===== config.mk =====
export PLATFORM = sky130hd
export DESIGN_NAME = fde_machine_flat
export DESIGN_NICKNAME = d
export VERILOG_FILES = /design/src/rtl/fde_pkg.sv /design/src/rtl/fde_if.sv /design/src/rtl/fde_counter.sv /design/src/rtl/fde_machine.sv /design/src/flat_wrapper.sv
export SDC_FILE = /design/constraint.sdc
export NUM_CORES = 1
export LEC_CHECK = 0
export BUFFER_PORTS_ARGS = -buffer_cell sky130_fd_sc_hd__buf_4
export CAP_MARGIN = 20
export CORE_AREA = 2 2 39 41
export DETAILED_ROUTE_END_ITERATION = 6
export DIE_AREA = 0 0 41 43
export PLACE_DENSITY = 0.57
export REMOVE_ABC_BUFFERS = 1
export SLEW_MARGIN = 0
export SYNTH_ARGS = -nofsm -noshare
export SYNTH_HDL_FRONTEND = slang
export SYNTH_SLANG_ARGS = --single-unit

===== constraint.sdc =====
create_clock -name clk -period 2.25 [get_ports clk]
set_clock_uncertainty 0.1 [all_clocks]
set_input_delay 0.1125 -clock clk [delete_from_list [all_inputs] [get_ports clk]]
set_output_delay 0.1125 -clock clk [all_outputs]
set_load 0.05 [all_outputs]

===== src/rtl/fde_pkg.sv =====
// Shared types and constants for the fetch/decode/execute phase machine.
package fde_pkg;

   // Phase encoding; FDE_ILLEGAL is the unused code that the FSM recovers from.
   typedef enum logic [1:0] {
      FDE_FETCH   = 2'b00,
      FDE_DECODE  = 2'b01,
      FDE_EXECUTE = 2'b10,
      FDE_ILLEGAL = 2'b11
   } fde_phase_e;

   localparam int FDE_COUNT_W = 16;

endpackage


===== src/rtl/fde_if.sv =====
// Bundle of the phase machine's enable and status signals.
interface fde_if #(
   parameter int COUNT_W = fde_pkg::FDE_COUNT_W
);
   logic               en;
   logic               fetch;
   logic               decode;
   logic               execute;
   logic [1:0]         state;
   logic               instr_done;
   logic [COUNT_W-1:0] instr_count;

   modport master (
      output en,
      input  fetch, decode, execute, state, instr_done, instr_count
   );

   modport slave (
      input  en,
      output fetch, decode, execute, state, instr_done, instr_count
   );
endinterface


===== src/rtl/fde_counter.sv =====
// Wrapping retired-instruction counter with synchronous clear.
module fde_counter #(
   parameter int COUNT_W = fde_pkg::FDE_COUNT_W
) (
   input  logic               clk,
   input  logic               clr,
   input  logic               inc,
   output logic [COUNT_W-1:0] count
);

   // Clear wins over increment; all-ones rolls over to zero silently.
   always_ff @(posedge clk) begin
      if (clr)      count <= '0;
      else if (inc) count <= count + 1'b1;
   end

endmodule


===== src/rtl/fde_machine.sv =====
// Three-phase fetch/decode/execute sequencer with optional retire counter.
// Define FDE_INSTR_COUNT_EN to build the counter; otherwise instr_count is 0.
module fde_machine
   import fde_pkg::*;
#(
   parameter int COUNT_W = FDE_COUNT_W
) (
   input  logic clk,
   input  logic reset,
   fde_if.slave bus
);

   fde_phase_e state_q, state_d;

   // Phase register; reset overrides both enable and illegal-code recovery.
   always_ff @(posedge clk) begin
      if (reset) state_q <= FDE_FETCH;
      else       state_q <= state_d;
   end

   // Next phase: advance only when enabled, the unused code always falls back to FETCH.
   always_comb begin
      state_d = state_q;
      case (state_q)
         FDE_FETCH:   if (bus.en) state_d = FDE_DECODE;
         FDE_DECODE:  if (bus.en) state_d = FDE_EXECUTE;
         FDE_EXECUTE: if (bus.en) state_d = FDE_FETCH;
         default:     state_d = FDE_FETCH;
      endcase
   end

   assign bus.state      = state_q;
   assign bus.fetch      = (state_q == FDE_FETCH);
   assign bus.decode     = (state_q == FDE_DECODE);
   assign bus.execute    = (state_q == FDE_EXECUTE);
   assign bus.instr_done = bus.execute & bus.en;

`ifdef FDE_INSTR_COUNT_EN
   // Retirement is exactly the EXECUTE->FETCH step, i.e. instr_done at an edge.
   fde_counter #(.COUNT_W(COUNT_W)) u_counter (
      .clk   (clk),
      .clr   (reset),
      .inc   (bus.instr_done),
      .count (bus.instr_count)
   );
`else
   assign bus.instr_count = '0;
`endif

endmodule


===== src/flat_wrapper.sv =====
// flat-port wrapper written by rule: the top's interface ports become plain ports
module fde_machine_flat import fde_pkg::*;
#(
   parameter int COUNT_W = FDE_COUNT_W
)
  (clk, reset, bus_en, bus_fetch, bus_decode, bus_execute, bus_state, bus_instr_done, bus_instr_count);
  fde_if #(.COUNT_W(COUNT_W)) bus_i ();
  input  logic clk;
  input  logic reset;
  input wire logic [$bits(bus_i.en)-1:0] bus_en;
  output wire logic [$bits(bus_i.fetch)-1:0] bus_fetch;
  output wire logic [$bits(bus_i.decode)-1:0] bus_decode;
  output wire logic [$bits(bus_i.execute)-1:0] bus_execute;
  output wire logic [$bits(bus_i.state)-1:0] bus_state;
  output wire logic [$bits(bus_i.instr_done)-1:0] bus_instr_done;
  output wire logic [$bits(bus_i.instr_count)-1:0] bus_instr_count;
  assign bus_i.en = bus_en;
  assign bus_fetch = bus_i.fetch;
  assign bus_decode = bus_i.decode;
  assign bus_execute = bus_i.execute;
  assign bus_state = bus_i.state;
  assign bus_instr_done = bus_i.instr_done;
  assign bus_instr_count = bus_i.instr_count;
  fde_machine #(.COUNT_W(COUNT_W)) u_core (.clk(clk), .reset(reset), .bus(bus_i));
endmodule

# --- After elaboration in Yosys (flattened, before gate mapping) ---
# Index checks and enable logic that the tools add are counted.
word_totals:
  ff_bits: 2
  latch_bits: 0
  ram_bits: 0
  mem_bits_ro: 0
  in_bits: 3
  out_inout_bits: 22
  memories: 0
op_classes:
  addsub: 0
  n_mul: 0
  div: 0
  order_cmp: 0
  eq_ne: 5
  shifts: 0
  n_mux: 4
  bitwise_logic: 1
  n_reduce_logical: 2
op_table:
  columns: ["operator", "n"]
  rows:
  - ["$mux W2", 3]
  - ["$ne A2 B2 Y1 const B", 3]
  - ["$pmux W2 S3", 1]
  - ["$reduce_and A3 Y1", 1]
  - ["$eq A2 B1 Y1 const B", 1]
  - ["$eq A2 B2 Y1 const B", 1]
  - ["$logic_not A2 Y1", 1]
  - ["$and A1 B1 Y1", 1]

# --- Longest topological paths before layout ---
# Gate-level depths: netlist of the first run.
depth:
  word_depth: 3
  mapped_depth: 2
  depth_no_buf: 2

# --- Worst setup path before layout of the first run ---
# OpenSTA, ideal clock, no wires.
synth_timing:
  path_kind: "reg-to-output"
  startpoint: "register u_core.state_q[1], in the netlist u_core.bus.state[1]"
  endpoint: "output bus_instr_done"
  arrival_ns: 1.779
  path_slack_ns: 0.258
  stages_incl_launch_ff: 3
  n_path_buf: 0
  path_cell_list: "dfxtp_1 > nor2b_2 > and2_1"
synth_between:
  elab_chain_cells: 2
synth_rtl:
  columns: ["item", "line", "text"]
  rows:
  - ["from (decl)", "fde_machine.sv:13", "fde_phase_e state_q, state_d;"]
  - ["from (signal assigned)", "fde_machine.sv:18", "else state_q <= state_d;"]
  - ["$eq A2 B2 Y1", "fde_machine.sv:35", "assign bus.execute = (state_q == FDE_EXECUTE);"]
  - ["via bus_execute", "flat_wrapper.sv:13", "output wire logic [$bits(bus_i.execute)-1:0] bus_execute;"]
  - ["$and A1 B1 Y1", "fde_machine.sv:36", "assign bus.instr_done = bus.execute & bus.en;"]
  - ["to (decl)", "flat_wrapper.sv:15", "output wire logic [$bits(bus_i.instr_done)-1:0] bus_instr_done;"]
# The timed path passes the listed nets, and every way through them passes these cells.

# --- Final worst setup path of the first run ---
layout_timing:
  startpoint: "register u_core.state_q[1], in the netlist u_core.bus.state[1]"
  endpoint: "output bus_instr_done"
layout_between:
  elab_chain_cells: 2
layout_rtl:
  columns: ["item", "line"]
  rows:
  - ["$eq A2 B2 Y1", "fde_machine.sv:35"]
  - ["$and A1 B1 Y1", "fde_machine.sv:36"]
# No other way between the ends.

==> results of run 1 <==
metal layers:
| metal | wire (µm) | up-vias |
|---|---|---|
| met2 | 170 | 12 |
| li1 | - | 76 |
| met3 | 51 | 0 |
| met4 | 0 | 0 |
| met1 | 103 | 66 |
| met5 | 0 | - |
metrics by stage:
| step | hold slack [ns] | std cells | setup slack [ns] |
|---|---|---|---|
| 2_1_floorplan | 0.08911 | 27 | 0.2584 |
| 3_3_place_gp | 0.1974 | 51 | 1.151 |
| 3_5_place_dp | 0.1997 | 51 | 1.134 |
| 4_1_cts | 0.07070 | 55 | 0.8907 |
| 5_1_grt | 0.09970 | 55 | 0.8218 |
| 6_report | 0.08117 | 55 | 0.9101 |
cell families (layout without fill, tap and decap cells):
kind of cell / after synthesis / after routing / share of synthesized area [%]
XOR/XNOR: 1 / 1 / 3.956
AO/OA/AOI/OAI: 1 / 1 / 3.956
flip-flops: 2 / 2 / 18.08
AND/OR/NAND/NOR: 7 / 7 / 18.08
other: 1 / 16 / 1.693
buffers and inverters: 16 / 12 / 54.24
synthesized netlist by cell type:
master | count | area (µm²)
nor2b_2 | 1 | 8.760
a22o_1 | 1 | 8.760
buf_4 | 16 | 120.1
dfxtp_1 | 2 | 40.04
xnor2_1 | 1 | 8.760
nor2b_1 | 2 | 12.51
nor2_1 | 2 | 7.510
conb_1 | 1 | 3.750
and2_1 | 1 | 6.260
nor3_1 | 1 | 5.000
power breakdown:
group,switching [µW],internal (µW),leakage (µW)
sequential,4.20,39.0,0.0000165
clock,19.2,58.7,0.0000138
combinational,100,21.0,0.000118
total,124,119,0.000148
cells in the final DEF (no fill, tap or decap), types with 2 or more instances in the layout:
cell type | netlist | layout
buf_4 | 16 | 8
nor2b_1 | 2 | 2
conb_1 | 1 | 16
dfxtp_1 | 2 | 2
nor2_1 | 2 | 2
clkbuf_4 | 0 | 3
how the worst min path moves through the flow:
stage,start,endpoint,slack (ns),depth (start not counted)
floorplan,reset,u_core.bus.state[0]$_SDFFE_PP0P_,0.09,1
global placement,reset,u_core.bus.state[0]$_SDFFE_PP0P_,0.20,2
detailed placement,reset,u_core.bus.state[0]$_SDFFE_PP0P_,0.20,2
CTS,bus_en,u_core.bus.state[0]$_SDFFE_PP0P_,0.07,3
global route,bus_en,u_core.bus.state[0]$_SDFFE_PP0P_,0.1,3
finish,bus_en,u_core.bus.state[0]$_SDFFE_PP0P_,0.08,3
critical path: cells and delay by family, from the launching register on:
kind          cells  cell delay, ns
flops             1            0.38
simple gates      2            0.35
buf+inv           1            0.19
layout make-up:
| cell class | count | area, µm² | area share [%] |
|---|---|---|---|
| multi-input cells | 25 | 117.6 | 43.52 |
| repair buffers | 9 | 70.07 | 25.93 |
| flip-flops and latches | 2 | 40.04 | 14.81 |
| clock buffers | 3 | 22.52 | 8.333 |
| well taps | 16 | 20.02 | 7.407 |
==> metrics.csv, run 1 <==
stage;metric;value;unit
drt;drtPass1Iterations;1;
global_routing;grt.busiest_layer;met4;
hold_path;hp-class;in -> reg;
timing;rsz0062_at_grt;false;
placement;dpl_cell_area;237.7;µm²
setup_path;ff2ff_path_depth;2;
global_routing;grt_pass1_wl;455;µm
clock_network;hold_buffers;1;
clock_network;root_buffer;clkbuf_4;
logic_synthesis;syn_inst;28;
clock_network;cts-buffers-inserted;3;
pwr;ir_worst_vdd;0.0001492;V
die;io_pins;25;
clock_network;cts_tree;built;
setup_path;slowest_stage;dfxtp_1;
global_routing;grt_util_met1;3.175;%
setup_path;endpoint;bus_instr_done;
timing;fin_setup_tns;0;ns
die;die_area;0.001763;mm²
timing;drv_slew;0;
die;initial_core_util;16.00;%
setup_path;cp.required;2.04;ns
logic_synthesis;ys_warn_count;0;
setup_path;path_class;reg -> out;
drt;route.detailed.drc;0;
setup_path;r2r_setup_slack;1.33;ns
setup_path;endpoint_kind;primary output;
placement;place.gp.congestion;0.5363;
global_routing;gr-usage-met2;5.938;%
logic_synthesis;synth.avg_cell_area;7.909;µm²
global_routing;grt_usage;4.400;%
drt;vias;154;
global_routing;grt.overflow.total;0;
clock_network;clk_latency;0.22;ns
pwr;power_density;897.4;mW/mm²
logic_synthesis;synthDistinctLibCells;10;
setup_path;r2r_start;u_core.bus.state[1]$_SDFFE_PP0P_;
layout;fin_nets;44;
pwr;leakage;0.0001484;µW
pwr;p_total;242.5;µW
drt;ant_nets;0;
status;status;finished clean;
drt;drt-total-wl;324;µm
placement;io_buffers;8;
clock_network;cts.sinks;2;
logic_synthesis;yosysSeqAreaShare;18.08;%
layout;diodes;0;
setup_path;worstPathArrival;1.13;ns
global_routing;grt_util_met3;1.571;%
clock_network;max-clock-path-buffers;2;
setup_path;path_max_fanout;5;
layout;largest_reg_flops;2;
setup_path;max_stage_delay;0.38;ns
drt;drt_iter0_markers;0;
die;core_area;0.001384;mm²
setup_path;crit_path_start;u_core.bus.state[1]$_SDFFE_PP0P_;
clock_network;cts_resized;0;
timing;setup_viol;0;
timing;hold_viol;0;
setup_path;cp-start-kind;flip-flop;
logic_synthesis;ys_ff_latch;2;
global_routing;antenna_found_initial;0;
clock_network;htree_levels;1;
layout;drive_gt1_share;30.77;%
logic_synthesis;syn-cell-area;221.5;µm²
timing;period_needed;1.340;ns
layout;area.growth.synth_to_final;22.03;%
placement;post-dp-hpwl;251.3;µm
setup_path;r2r-end;u_core.bus.state[1]$_SDFFE_PP0P_;
clock_network;clk_pin_slew;0.03;ns
setup_path;crit_chain;nor2b_2, and2_1, buf_4;
clock_network;post_cts_buffers;0;
die;dieHeight;43;µm
layout;final_util;19.53;%
layout;n_fill_cell;154;
drt;viasPerCell;2.800;
run;cap_violations;0;
die;rows;14;
timing;period_share;59.55;%
global_routing;grt_pass1_vias;143;
die;die_x;41;µm
layout;fin_area;270.3;µm²
timing;clock.fmax;746.3;MHz
drt;routedWlPerCell;5.891;µm
global_routing;grt_start_max_net_pins;6;
Power figures use the tool's default switching activity.
==> run 2, diff against run 1 <==
--- a/config.mk
+++ b/config.mk
@@ -5,12 +5,13 @@
 export SDC_FILE = /design/constraint.sdc
 export NUM_CORES = 1
 export LEC_CHECK = 0
+export ABC_AREA = 1
 export BUFFER_PORTS_ARGS = -buffer_cell sky130_fd_sc_hd__buf_4
 export CAP_MARGIN = 20
 export CORE_AREA = 2 2 39 41
 export DETAILED_ROUTE_END_ITERATION = 6
 export DIE_AREA = 0 0 41 43
-export PLACE_DENSITY = 0.57
+export PLACE_DENSITY = 0.59
 export REMOVE_ABC_BUFFERS = 1
 export SLEW_MARGIN = 0
 export SYNTH_ARGS = -nofsm -noshare
==> constraint.sdc (replaced) <==
create_clock -name clk -period 1.4 [get_ports clk]
set_clock_uncertainty 0.1 [all_clocks]
set_input_delay 0.07 -clock clk [delete_from_list [all_inputs] [get_ports clk]]
set_output_delay 0.07 -clock clk [all_outputs]
set_load 0.05 [all_outputs]
==> run 2 against run 1 <==
  * Largest power group unchanged
  * Worst hold slack gained 0.42 ns
  * First-iteration DRC count grew 2
  * Highest routed layer unchanged
  * Non-clock buffer count grew 1
==> metrics.csv, run 2 <==
stage;metric;value;unit;change
layout;fin_cells;65;;+18%
clock_network;max-clock-path-buffers;2;;unchanged
clock_network;htree_levels;1;;unchanged
layout;diodes;0;;unchanged
hold_path;hp-class;reg -> reg;;
setup_path;cp_top_family;buffers and inverters;;
hold_path;min_from;u_core.bus.state[0]$_SDFFE_PP0P_;;
global_routing;antenna_found_initial;0;;unchanged
hold_path;worstHoldEndpoint;u_core.bus.state[1]$_SDFFE_PP0P_;;
status;status;finished clean;;
clock_network;cts-buffers-inserted;3;;unchanged
placement;dpl_cell_area;256.5;µm²;+7.9%
logic_synthesis;syn-cell-area;240.2;µm²;+8.5%
logic_synthesis;synth_commonest_cells;buf_4, inv_1, nand2_1;;
logic_synthesis;yosysMostFrequentCell;buf_4;;
setup_path;crit_chain;dlygate4sd3_1, buf_4, inv_1, nor2_1, buf_4;;
layout;drive_gt1_share;30.61;%;-0.16 points
clock_network;clk_latency;0.22;ns;about the same
hold_path;min_path_cells;3;;unchanged
logic_synthesis;ys_warn_count;0;;unchanged
placement;dp_cells;60;;+18%
timing;hold_viol;0;;unchanged
placement;post-dp-hpwl;283.4;µm;+13%
timing;period_share;88.61;%;
die;dieHeight;43;µm;unchanged
drt;viasPerCell;2.831;;+1.1%
clock_network;root_buffer;clkbuf_4;;
die;die_x;41;µm;unchanged
logic_synthesis;syn_inst;37;;+32%
clock_network;clk_pin_slew;0.03;ns;about the same
global_routing;grt.overflow.total;0;;unchanged
setup_path;ff2ff_path_depth;3;;+1
layout;fin_nets;54;;+23%
die;initial_core_util;17.36;%;+1.4 points
setup_path;max_stage_delay;0.52;ns;+0.14 ns
setup_path;cp.buffers_inverters;4;;+3
global_routing;grt_pass1_wl;476;µm;+4.6%
logic_synthesis;yosysSeqAreaShare;16.67;%;-1.4 points
clock_network;post_cts_buffers;0;;unchanged
setup_path;r2r_setup_slack;0.52;ns;-0.81 ns
timing;clock.fmax;806.1;MHz;
drt;ant_nets;0;;unchanged
drt;routedWlPerCell;5.338;µm;-9.4%
layout;n_fill_cell;174;;+13%
timing;period_needed;1.241;ns;
clock_network;hold_buffers;2;;+1
die;core_area;0.001384;mm²;unchanged
drt;drtPass1Iterations;2;;+1
logic_synthesis;ys_ff_latch;2;;unchanged
die;io_pins;25;;unchanged
layout;layout_common_cells;conb_1, buf_4, inv_1, nand2_1;;
logic_synthesis;async_flop_share;0;%;unchanged
setup_path;worstSetupPathDepth;5;;+2
logic_synthesis;synthFlopType;dfxtp_1;;
layout;largest_reg_flops;2;;unchanged
setup_path;path_max_fanout;3;;-2
layout;area.growth.synth_to_final;24.48;%;
clock_network;cts_resized;0;;unchanged
setup_path;path_class;in -> out;;
placement;place.gp.congestion;0.5170;;-3.6%
pwr;power_density;1291;mW/mm²;+44%
timing;rsz0062_at_grt;false;;
logic_synthesis;synth_area_leaders;buf_4, dfxtp_1, inv_1;;
logic_synthesis;synth-edff-count;0;;unchanged
clock_network;cts_tree;built;;
setup_path;endpoint_kind;primary output;;
setup_path;cp-start-kind;input port;;
logic_synthesis;synthDistinctLibCells;10;;unchanged
pwr;leakage;0.0001913;µW;+29%
drt;drt-total-wl;347;µm;+7.1%
setup_path;slowest_stage;dlygate4sd3_1;;
logic_synthesis;synth_top_area_cell;buf_4;;
timing;setup_viol;0;;unchanged
pwr;p_total;386.0;µW;+59%
clock_network;cts.sinks;2;;unchanged
layout;fin_area;299.0;µm²;+11%
global_routing;grt_usage;4.805;%;+0.40 points
setup_path;cp.required;1.23;ns;-0.81 ns
run;cap_violations;0;;unchanged
drt;vias;184;;+19%
pwr;ir_worst_vdd;0.0001835;V;+23%
setup_path;worstPathArrival;1.07;ns;-0.06 ns
global_routing;grt_pass1_vias;145;;+1.4%
drt;drt_iter0_markers;2;;+2
global_routing;grt_start_max_net_pins;6;;unchanged
die;rows;14;;unchanged
setup_path;r2r_start;u_core.bus.state[0]$_SDFFE_PP0P_;;
logic_synthesis;synth.avg_cell_area;6.493;µm²;-18%
logic_synthesis;synth_top_cell_area_share;50.00;%;-4.2 points
setup_path;r2r-end;u_core.bus.state[1]$_SDFFE_PP0P_;;
timing;drv_slew;0;;unchanged
drt;route.detailed.drc;0;;unchanged
layout;layout_commonest_cell;conb_1;;
placement;io_buffers;8;;unchanged
die;die_area;0.001763;mm²;unchanged
setup_path;path_common_cell;buf_4;;
==> run 2: tightest hold or removal path, cell delays in order, from the launching register on <==
cell     delay, ns
dfxtp_1       0.33
inv_1         0.08
a21oi_1       0.07
nor2_2        0.08
==> run 2: worst max path at each step <==
| stage | from | end | slack [ns] |
|---|---|---|---|
| finish | bus_en | bus_instr_done | 0.16 |
| global route | bus_en | bus_instr_done | 0.13 |
| CTS | bus_en | bus_instr_done | 0.16 |
| detailed placement | u_core.bus.state[1]$_SDFFE_PP0P_ | bus_instr_done | 0.45 |
| global placement | u_core.bus.state[1]$_SDFFE_PP0P_ | bus_instr_done | 0.45 |
| floorplan | u_core.bus.state[1]$_SDFFE_PP0P_ | bus_instr_done | -0.26 |
==> run 2: logic make-up after synthesis <==
logic type | after synthesis | share of synthesized area, %
AND/OR/NAND/NOR | 11 | 20.31
other | 1 | 1.561
flip-flops | 2 | 16.67
buffers and inverters | 22 | 59.38
AO/OA/AOI/OAI | 1 | 2.081
==> run 2: report_power, final <==
part           internal [µW]  switching [µW]  total [µW]
combinational           31.7             160         191
clock                   94.5            32.2         127
sequential              61.9            5.85        67.7
total                    188             198         386
==> run 2: stage by stage <==
stage | util [%] | setup TNS [ns] | hold WS [ns] | setup slack, ns
6_report | 21.61 | 0 | 0.5003 | 0.1595
5_1_grt | 21.61 | 0 | 0.5362 | 0.1261
4_1_cts | 21.61 | 0 | 0.5095 | 0.1649
3_5_place_dp | 18.54 | 0 | 0.2287 | 0.4463
3_3_place_gp | 18.54 | 0 | 0.2289 | 0.4484
2_1_floorplan | - | -0.2624 | 0.1099 | -0.2624
==> run 2: cell type report <==
class / instances / area [µm²] / share of cell area, %
Tap cell: 16 / 20.02 / 6.695
Multi-Input combinational cell: 28 / 113.9 / 38.08
Clock buffer: 3 / 22.52 / 7.531
Sequential cell: 2 / 40.04 / 13.39
Timing Repair Buffer: 10 / 80.08 / 26.78
Inverter: 6 / 22.52 / 7.531
==> run 2: metal layers <==
layer / part of all wire (%) / routed length [µm] / GRT usage, % / vias to the layer above
met1: 30 / 105 / 2.866 / 73
met5: 0 / 0 / 0 / -
met3: 15 / 51 / 3.141 / 0
li1: - / - / - / 98
met4: 0 / 0 / 8.000 / 0
met2: 55 / 190 / 6.563 / 13
==> run 3, diff against run 2 <==
--- a/config.mk
+++ b/config.mk
@@ -9,9 +9,11 @@
 export BUFFER_PORTS_ARGS = -buffer_cell sky130_fd_sc_hd__buf_4
 export CAP_MARGIN = 20
 export CORE_AREA = 2 2 39 41
+export CTS_CLUSTER_DIAMETER = 100
 export DETAILED_ROUTE_END_ITERATION = 6
 export DIE_AREA = 0 0 41 43
 export PLACE_DENSITY = 0.59
+export RECOVER_POWER = 25
 export REMOVE_ABC_BUFFERS = 1
 export SLEW_MARGIN = 0
 export SYNTH_ARGS = -nofsm -noshare
==> run 3 against run 2 <==
  * Sequential share of layout area up 0.11 points
  * Final area down 0.84%
  * Setup slack about the same
  * Die area unchanged
  * Clock power about the same
  * Critical path depth unchanged
  * Highest routed layer unchanged
  * Largest cell class unchanged
  * Via count up 1.1%
  * First-iteration DRC count unchanged
  * Non-clock buffer count unchanged
  * Register-to-register slack worse by 0.02 ns
==> metrics.csv, run 3 (synthesis results as in run 2) <==
stage;metric;value;unit;change
setup_path;cp-start-kind;input port;;
timing;drv_slew;0;;unchanged
global_routing;grt_pass1_vias;145;;unchanged
drt;drtPass1Iterations;2;;unchanged
setup_path;endpoint_kind;primary output;;
clock_network;clk_latency;0.22;ns;about the same
layout;largest_reg_flops;2;;unchanged
hold_path;min_from;u_core.bus.state[0]$_SDFFE_PP0P_;;
pwr;ir_worst_vdd;0.0001830;V;-0.27%
timing;rsz0062_at_grt;false;;
layout;diodes;0;;unchanged
setup_path;path_class;in -> out;;
placement;io_buffers;8;;unchanged
layout;area.growth.synth_to_final;23.44;%;
setup_path;cp.required;1.23;ns;about the same
clock_network;cts_tree;built;;
status;status;finished clean;;
die;initial_core_util;17.36;%;unchanged
clock_network;cts.sinks;2;;unchanged
layout;fin_nets;54;;unchanged
global_routing;grt.overflow.total;0;;unchanged
placement;post-dp-hpwl;283.4;µm;unchanged
global_routing;antenna_found_initial;0;;unchanged
timing;clock.fmax;805.9;MHz;about the same
setup_path;crit_path_start;bus_en;;
setup_path;r2r-end;u_core.bus.state[1]$_SDFFE_PP0P_;;
setup_path;slowest_stage;dlygate4sd3_1;;
hold_path;worstHoldEndpoint;u_core.bus.state[1]$_SDFFE_PP0P_;;
die;core_area;0.001384;mm²;unchanged
setup_path;ff2ff_path_depth;5;;+2
clock_network;cts-buffers-inserted;3;;unchanged
setup_path;cp_top_family;buffers and inverters;;
layout;fin_area;296.5;µm²;-0.84%
setup_path;path_common_cell;buf_4;;
hold_path;min_path_cells;3;;unchanged
drt;route.detailed.drc;0;;unchanged
pwr;p_total;384.7;µW;-0.33%
clock_network;root_buffer;clkbuf_4;;
setup_path;worstPathArrival;1.07;ns;about the same
setup_path;crit_chain;dlygate4sd3_1, buf_4, inv_1, nor2_1, buf_4;;
timing;period_share;88.63;%;about the same
clock_network;post_cts_buffers;0;;unchanged
global_routing;grt_pass1_wl;476;µm;unchanged
setup_path;path_max_fanout;3;;unchanged
die;io_pins;25;;unchanged
run;cap_violations;0;;unchanged
placement;dpl_cell_area;256.5;µm²;unchanged
pwr;leakage;0.0001910;µW;-0.15%
timing;hold_viol;0;;unchanged
die;dieHeight;43;µm;unchanged
clock_network;clk_pin_slew;0.03;ns;about the same
die;die_area;0.001763;mm²;unchanged
die;die_x;41;µm;unchanged
global_routing;grt_usage;4.805;%;unchanged
setup_path;r2r_setup_slack;0.50;ns;-0.02 ns
layout;n_fill_cell;175;;+0.57%
die;rows;14;;unchanged
drt;drt-total-wl;344;µm;-0.86%
layout;layout_common_cells;conb_1, buf_4, nand2_1, inv_1;;
timing;period_needed;1.241;ns;+0.0002530 ns
setup_path;max_stage_delay;0.52;ns;about the same
drt;ant_nets;0;;unchanged
layout;layout_commonest_cell;conb_1;;
drt;routedWlPerCell;5.292;µm;-0.86%
drt;drt_iter0_markers;2;;unchanged
hold_path;hp-class;reg -> reg;;
setup_path;cp.buffers_inverters;4;;unchanged
layout;drive_gt1_share;28.57;%;-2.0 points
drt;vias;186;;+1.1%
setup_path;r2r_start;u_core.bus.state[1]$_SDFFE_PP0P_;;
drt;viasPerCell;2.862;;+1.1%
global_routing;grt_start_max_net_pins;6;;unchanged
pwr;power_density;1297;mW/mm²;+0.52%
clock_network;max-clock-path-buffers;2;;unchanged
placement;place.gp.congestion;0.5170;;unchanged
clock_network;htree_levels;1;;unchanged
timing;setup_viol;0;;unchanged
[run 3: area by class of cell]
class	instances	area, µm²	share of cell area, %
clock buffers	3	22.52	7.595
multi-input cells	28	111.4	37.55
inverters	6	22.52	7.595
well taps	16	20.02	6.751
flip-flops and latches	2	40.04	13.50
repair buffers	10	80.08	27.00
[run 3: worst max path at each step]
stage | to | slack [ns] | cells past startpoint
5_1_grt | bus_instr_done | 0.13 | 5
2_1_floorplan | bus_instr_done | -0.26 | 2
3_3_place_gp | bus_instr_done | 0.45 | 3
3_5_place_dp | bus_instr_done | 0.45 | 3
4_1_cts | bus_instr_done | 0.16 | 5
6_report | bus_instr_done | 0.16 | 5
[run 3: tightest hold or removal path, stage by stage, from the launching register on]
cell and delay, ns:
dfxtp_1 0.33, inv_1 0.07, a21oi_1 0.07, nor2_2 0.08
[run 3: timing repair]
| item | 4_1_cts | 5_1_grt |
|---|---|---|
| hold endpoints to repair | 2 | 0 |
| gates resized for setup | 0 | 0 |
| hold buffers | 2 | 0 |
[run 3: stage by stage]
step / hold WS (ns) / utilization [%] / cells / setup TNS (ns) / setup WS [ns]
floorplan: 0.1099 / - / 36 / -0.2624 / -0.2624
global placement: 0.2289 / 18.54 / 60 / 0 / 0.4484
detailed placement: 0.2287 / 18.54 / 60 / 0 / 0.4463
CTS: 0.5095 / 21.61 / 65 / 0 / 0.1649
global route: 0.5253 / 21.43 / 65 / 0 / 0.1261
finish: 0.4893 / 21.43 / 65 / 0 / 0.1592
[run 3: where the power goes]
group          total [µW]  internal [µW]  switching [µW]  leakage (µW)
clock                 127           94.5            32.2     0.0000138
sequential           67.3           61.9            5.45     0.0000166
combinational         191           31.2             159      0.000161
[run 3: metal layers]
metal,global-route usage [%],vias up,routed length [µm]
met5,0,-,0
met4,8.000,0,0
met3,3.141,0,51
met2,6.563,13,190
met1,2.866,75,102
li1,-,98,-
